==> config.mk <==
export PLATFORM = sky130hd
export DESIGN_NAME = sha256_msg_padder
export DESIGN_NICKNAME = d
export VERILOG_FILES = /design/src/rtl/sha256_msg_padder.sv
export SDC_FILE = /design/constraint.sdc
export NUM_CORES = 1
export LEC_CHECK = 0
export BUFFER_PORTS_ARGS = -buffer_cell sky130_fd_sc_hd__buf_2
export CELL_PAD_IN_SITES_DETAIL_PLACEMENT = 2
export CELL_PAD_IN_SITES_GLOBAL_PLACEMENT = 2
export CORE_ASPECT_RATIO = 1.25
export CORE_UTILIZATION = 32
export CTS_CLUSTER_SIZE = 16
export DETAILED_ROUTE_END_ITERATION = 10
export PLACE_DENSITY_LB_ADDON = 0.25
export SETUP_SLACK_MARGIN = 0.1
export SLEW_MARGIN = 40
export SYNTH_ARGS = -nofsm -noshare
export SYNTH_HDL_FRONTEND = slang
export SYNTH_SLANG_ARGS = --single-unit
==> constraint.sdc <==
create_clock -name clk -period 2.5 [get_ports clk]
set_input_delay 0.5 -clock clk [delete_from_list [all_inputs] [get_ports clk]]
set_output_delay 0.5 -clock clk [all_outputs]
set_load 0.03 [all_outputs]
==> src/rtl/sha256_msg_padder.sv <==
// sha256_msg_padder: turns a stream of 32-bit big-endian message words into
// SHA-256 padded 512-bit blocks, emitted as 16-word groups through a single
// registered output stage.
// Optional feature macro: MSG_PAD_OVF_EN (message length limit of MAX_WORDS
// with a sticky overflow flag).
module sha256_msg_padder #(
  parameter int unsigned MAX_WORDS = 20
) (
  input  logic        clk,
  input  logic        reset_n,
  input  logic        in_valid,
  output logic        in_ready,
  input  logic [31:0] in_data,
  input  logic        in_last,
  output logic        out_valid,
  input  logic        out_ready,
  output logic [31:0] out_data,
  output logic        out_first,
  output logic        out_last_blk,
  output logic        busy,
  output logic        ovf
);

  localparam logic [2:0] S_DATA  = 3'd0;
  localparam logic [2:0] S_PAD   = 3'd1;
  localparam logic [2:0] S_ZERO  = 3'd2;
  localparam logic [2:0] S_LENHI = 3'd3;
  localparam logic [2:0] S_LENLO = 3'd4;

  logic [2:0]  r_state;
  logic [31:0] r_cnt;
  logic [3:0]  r_pos;
  logic        r_valid;
  logic [31:0] r_data;
  logic        r_first;
  logic        r_last;

  logic        w_load;
  logic        w_accept;
  logic        w_drop;
  logic [3:0]  w_pos_nxt;

  assign w_load    = !r_valid || out_ready;
  assign w_accept  = (r_state == S_DATA) && in_valid && w_load;
  assign w_pos_nxt = r_pos + 4'd1;

  assign in_ready     = (r_state == S_DATA) && w_load;
  assign out_valid    = r_valid;
  assign out_data     = r_data;
  assign out_first    = r_first;
  assign out_last_blk = r_last;
  assign busy         = (r_state != S_DATA) || (r_cnt != '0);

`ifdef MSG_PAD_OVF_EN
  logic r_ovf;

  assign w_drop = w_accept && (r_cnt == MAX_WORDS);
  assign ovf    = r_ovf;

  // Sticky overflow: set on a dropped word, cleared by the next message's first word
  always_ff @(posedge clk or negedge reset_n) begin
    if (!reset_n) begin
      r_ovf <= 1'b0;
    end else if (w_accept) begin
      if (w_drop) begin
        r_ovf <= 1'b1;
      end else if (r_cnt == '0) begin
        r_ovf <= 1'b0;
      end
    end
  end
`else
  assign w_drop = 1'b0;
  assign ovf    = 1'b0;
`endif

  // Padding FSM and output register; everything advances only when the output register loads
  always_ff @(posedge clk or negedge reset_n) begin
    if (!reset_n) begin
      r_state <= S_DATA;
      r_cnt   <= '0;
      r_pos   <= '0;
      r_valid <= 1'b0;
      r_data  <= '0;
      r_first <= 1'b0;
      r_last  <= 1'b0;
    end else if (w_load) begin
      r_valid <= 1'b0;
      case (r_state)
        S_DATA: begin
          if (in_valid) begin
            if (!w_drop) begin
              r_valid <= 1'b1;
              r_data  <= in_data;
              r_first <= (r_pos == 4'd0);
              r_last  <= 1'b0;
              r_pos   <= w_pos_nxt;
              r_cnt   <= r_cnt + 32'd1;
            end
            if (in_last) begin
              r_state <= S_PAD;
            end
          end
        end
        S_PAD: begin
          r_valid <= 1'b1;
          r_data  <= 32'h8000_0000;
          r_first <= (r_pos == 4'd0);
          r_last  <= 1'b0;
          r_pos   <= w_pos_nxt;
          r_state <= (w_pos_nxt == 4'd14) ? S_LENHI : S_ZERO;
        end
        S_ZERO: begin
          r_valid <= 1'b1;
          r_data  <= '0;
          r_first <= (r_pos == 4'd0);
          r_last  <= 1'b0;
          r_pos   <= w_pos_nxt;
          if (w_pos_nxt == 4'd14) begin
            r_state <= S_LENHI;
          end
        end
        S_LENHI: begin
          r_valid <= 1'b1;
          r_data  <= {27'b0, r_cnt[31:27]};
          r_first <= 1'b0;
          r_last  <= 1'b0;
          r_pos   <= w_pos_nxt;
          r_state <= S_LENLO;
        end
        S_LENLO: begin
          r_valid <= 1'b1;
          r_data  <= {r_cnt[26:0], 5'b0};
          r_first <= 1'b0;
          r_last  <= 1'b1;
          r_pos   <= '0;
          r_cnt   <= '0;
          r_state <= S_DATA;
        end
        default: begin
          r_state <= S_DATA;
        end
      endcase
    end
  end

endmodule

== Yosys cells after proc, flatten, opt, wreduce, memory -nomap -nowiden ==
Index checks and enable logic that the tools add are counted.
Cells by class
  add/sub/neg operators: 2
  equality and inequality tests: 8
  mux-type cells: 17
  reductions and logical operators: 21
Operators by type and width (count)
  32-bit one-hot mux with 5 select lines: 1
  32-bit 2-to-1 mux: 2
  32-bit one-hot mux with 2 select lines: 1
  32-bit by 1-bit adder with 32-bit output, second input constant: 1
  32-bit nonzero test: 1
  3-bit one-hot mux with 4 select lines: 1
  4-bit one-hot mux with 3 select lines: 1
  3-bit AND reduction: 4
  3-bit 2-to-1 mux: 3
  3-bit nonzero test: 3
  3-bit by 2-bit equality test with 1-bit output, second input constant: 2
  2-bit inequality test, second input constant: 3
  1-bit one-hot mux with 3 select lines: 2
  5-bit nonzero test: 1
  4-bit by 1-bit adder with 4-bit output, second input constant: 1
  4-bit equality test, second input constant: 1
  4-bit logical NOT: 1
  1-bit 2-to-1 mux: 4
  4-bit 2-to-1 mux: 1
  4-bit AND reduction: 1
  2-bit OR reduction: 2
  4-bit OR reduction: 1
  3-bit by 1-bit equality test with 1-bit output, second input constant: 1
  3-bit equality test, second input constant: 1
  other kinds (7): 8
Storage, ports and cells
  register bits after elaboration: 74
  bits of input ports: 37
  output and inout bits: 38
  word-level logic and storage cells: 55

== Depth between registers and ports, before layout ==
  depth after elaboration: 4
  depth in mapped cells: 9
  depth with buffers taken out: 6

== Worst setup path before layout ==
No wires, ideal clock.
  kind: register to output
  start: register r_state[0]
  end: output in_ready
  arrival time: 1.946 ns
  data required time: 2.000 ns
  path slack: 0.054 ns
  cell stages (with the launch flop): 7
  buffers on the path: 4
  cell sequence: dfrtp_1 buf_6 or2_1 buf_6 clkbuf_1 clkbuf_1 nor3_1
On the way
  longest elaborated chain between the ends: 2
Ends and longest elaborated chain
  from (decl): RTL line 30  | logic [2:0] r_state;
  from (signal assigned): RTL line 111  | r_state <= (w_pos_nxt == 4'd14) ? S_LENHI : S_ZERO;
  3-bit logical NOT: RTL line 47  | assign in_ready = (r_state == S_DATA) && w_load;
  1-bit logical AND: RTL line 47
  to (decl): RTL line 12  | output logic in_ready,
No other way between the ends.

== Worst setup path in the final report ==
  start: register r_cnt[28]
  end: output busy
On the way
  longest elaborated chain between the ends: 2
Ends and longest elaborated chain
  from (decl): RTL line 31  | logic [31:0] r_cnt;
  from (signal assigned): RTL line 98  | r_cnt <= r_cnt + 32'd1;
  32-bit nonzero test: RTL line 52  | assign busy = (r_state != S_DATA) || (r_cnt != '0);
  1-bit logical OR: RTL line 52
  to (decl): RTL line 20  | output logic busy,
No other way between the ends.

==> results.py <==
metrics = {
    "critical_path": {
        "cp_data_arrival_time_ps": 1830,
        "critPathMaxFanout": 4,
        "cp_data_required_time_ps": 2000,
        "endpoint_kind": "output pin",
        "start_kind": "flip-flop",
        "crit_type": "flip-flop to output pin",
        "reg2reg_depth": 6,
    },
    "timing": {
        "slew_viol_final": 0,
        "finalCritPeriodShare_pct": 93.1,
        "whs_ps": 133,
        "tightest_slew_ps": 750,
        "slew_headroom_pct": 49.6,
        "fin_tns_setup_ps": 0,
        "setup_viol": 0,
        "hold_viol": 0,
        "skew_ps": 6.21,
        "rsz0062_at_grt": "no",
        "setup_slack_ps": 173,
        "fmax_mhz": 430,
        "fin_crit_ps": 2330,
    },
    "power_and_ir_drop": {
        "powerDensity_nw_per_um2": 1150,
        "p_leak_uw": 0.00246,
        "peakVddDrop_mv": 0.428,
    },
    "logic_synthesis": {
        "ys_seq_area_share_pct": 44.7,
        "async_reset_ff_share_pct": 100,
        "syn_inst": 527,
        "synth_fp_nets": 569,
        "synth.avg_cell_area_um2": 7.87,
        "syn-cell-area_um2": 4150,
        "synth_edf_count": 0,
        "synth_warnings": 0,
        "ys_ff_latch": 74,
        "synthFlopType": "dfrtp_1",
        "yosysUniqueCellTypes": 43,
    },
    "placed_design": {
        "pre_cts_ws_ps": 276,
        "portBuffers": 73,
        "gp_congestion": 0.843,
        "dp.cells": 755,
        "placed_cell_area_um2": 4750,
        "dp_hpwl_um": 10400,
    },
    "floorplan": {
        "core_um2": 12700,
        "die_width_um": 104,
        "die_area_um2": 13400,
        "pin_count": 75,
        "die_y_um": 129,
        "initial_core_util_pct": 32.7,
        "num_rows": 46,
    },
    "drt": {
        "post_drt_wl_per_cell_um": 18.6,
        "first_pass_iters": 7,
        "drtIter0Drc": 139,
        "ant_nets": 0,
        "drcViolationCount": 1,
        "vias": 4113,
        "avgViaCountPerCell": 5.31,
        "routed_wl_um": 14400,
    },
    "global_routing": {
        "grt_max_degree": 49,
        "overflow": 0,
        "grt_pass1_vias": 4500,
        "grt_antenna_before_repair": 0,
        "track_usage_pct": 22.4,
        "grt_pass1_wl_um": 23400,
    },
    "cts": {
        "cts_sinks": 74,
        "cts.hold.buffers_added": 0,
        "clock_latency_ps": 340,
        "clock_path_buffers": 2,
        "clk_pin_slew_ps": 60,
        "cts_tree": "yes",
        "cts_buffers": 9,
        "root_buffer": "clkbuf_16",
        "htree_levels": 3,
    },
    "cells_and_area": {
        "stdcell_area_um2": 5100,
        "final_nets": 646,
        "drive_gt1_share_pct": 21.3,
        "stdcell_count": 775,
        "area_growth_pct": 23.0,
        "num_antenna_cells": 0,
    },
    "hold_path": {
        "min_path_type": "input pin to asynchronous set/reset pin",
    },
    "flow_run": {
        "cap_violations": 0,
    },
    "run_status": {
        "violations": "DRC",
        "status": "complete, but fails checks",
    },
}
kinds of logic (layout without fill, tap and decap cells):
| family | after synthesis | in the layout | share of synthesized area [%] |
|---|---|---|---|
| buffers and inverters | 49 | 129 | 4.89 |
| and+or+nand+nor | 267 | 267 | 29.6 |
| adders and majority gates | 5 | 5 | 1.51 |
| xor gates and xnor gates | 21 | 21 | 4.44 |
| DFF | 74 | 74 | 44.7 |
| AOI/OAI and AO/OA | 110 | 110 | 14.9 |
| other | 1 | 1 | 0.0905 |
cells in the final DEF (no fill, tap or decap), types with 12 or more instances in the layout:
cell type / synthesis / final
or3_1: 12 / 12
nand4_1: 13 / 13
dfrtp_1: 74 / 70
xor2_1: 14 / 14
buf_2: 0 / 71
o21ai_0: 52 / 52
nand3_1: 14 / 14
inv_1: 15 / 15
nand2_1: 132 / 132
buf_4: 1 / 25
a21oi_1: 39 / 39
nor2_1: 56 / 55
worst max-delay path, stage by stage (launching register included):
cell,delay (ps)
dfrtp_2,430
or4_4,540
nor3_2,190
nand4_1,140
buf_6,180
cell type report:
cell class	instances	area (um2)
repair buffers	100	593
fillers	1506	7560
flip-flops and latches	74	1860
inverters	15	56.3
clock buffers	14	254
well taps	168	210
multi-input cells	404	2130
what timing repair did:
item | 4_1_cts | 5_1_grt
setup endpoints to repair | 2 | 2
resized for setup | 4 | 10
pin swaps | 0 | 1
setup buffers | 1 | 5
flip-flops by register name, summed over array words and instances (netlist names):
signal        flops
out_last_blk      1
r_state           3
r_cnt            32
out_first         1
out_valid         1
out_data         32
r_pos             4
through the flow:
step | util, % | power [uW]
after floorplan | - | 3740
after global placement | 37.5 | 4430
after detailed placement | 37.5 | 4580
after CTS | 39.8 | 5850
after global routing | 40.3 | 6270
final | 40.3 | 5840
final timing paths:
kind | slack (ps) | to | from
min in group clk | 400 | out_data[7]$_DFFE_PN0P_ | in_data[7]
hold / removal | 130 | r_pos[1]$_DFFE_PN0P_ | reset_n
hold reg to reg | 470 | out_data[16]$_DFFE_PN0P_ | out_data[16]$_DFFE_PN0P_
setup / recovery | 170 | busy | r_cnt[28]$_DFFE_PN0P_
setup reg to reg | 270 | r_cnt[21]$_DFFE_PN0P_ | r_state[0]$_DFFE_PN0P_
max in group asynchronous | 1680 | out_data[26]$_DFFE_PN0P_ | reset_n
cell usage after synthesis, types with 4 or more instances:
cell type    n  share of area (%)
dfrtp_1     74                 45
nor3_1       6               0.72
ha_1         5                1.5
a21oi_1     39                4.7
a222oi_1     5                1.2
or3_1       12                1.8
xnor2_1      7                1.5
nand3_1     14                1.7
o21ai_0     52                6.3
nor2_1      56                5.1
nor4_1      11                1.7
nand2_1    132                 12
inv_1       15                1.4
a22oi_1      6                1.1
buf_1        4               0.36
xor2_1      14                3.0
nand4_1     13                2.0
and3_1       6               0.91
clkbuf_1    27                2.4
routing by layer:
layer	vias up	GRT usage [%]	routed length (um)
li1	1963	-	-
met2	59	40.9	7490
met5	-	0	0
met3	28	3.62	369
met1	2063	26.5	6170
met4	0	8.24	375
power by group:
| group | switching [uW] | total (uW) | internal, uW | leakage (uW) |
|---|---|---|---|---|
| Combinational | 1900 | 2810 | 912 | 0.00138 |
| Clock | 481 | 1170 | 690 | 0.000123 |
| Sequential | 316 | 1860 | 1550 | 0.000960 |
Power figures use the tool's default switching activity.
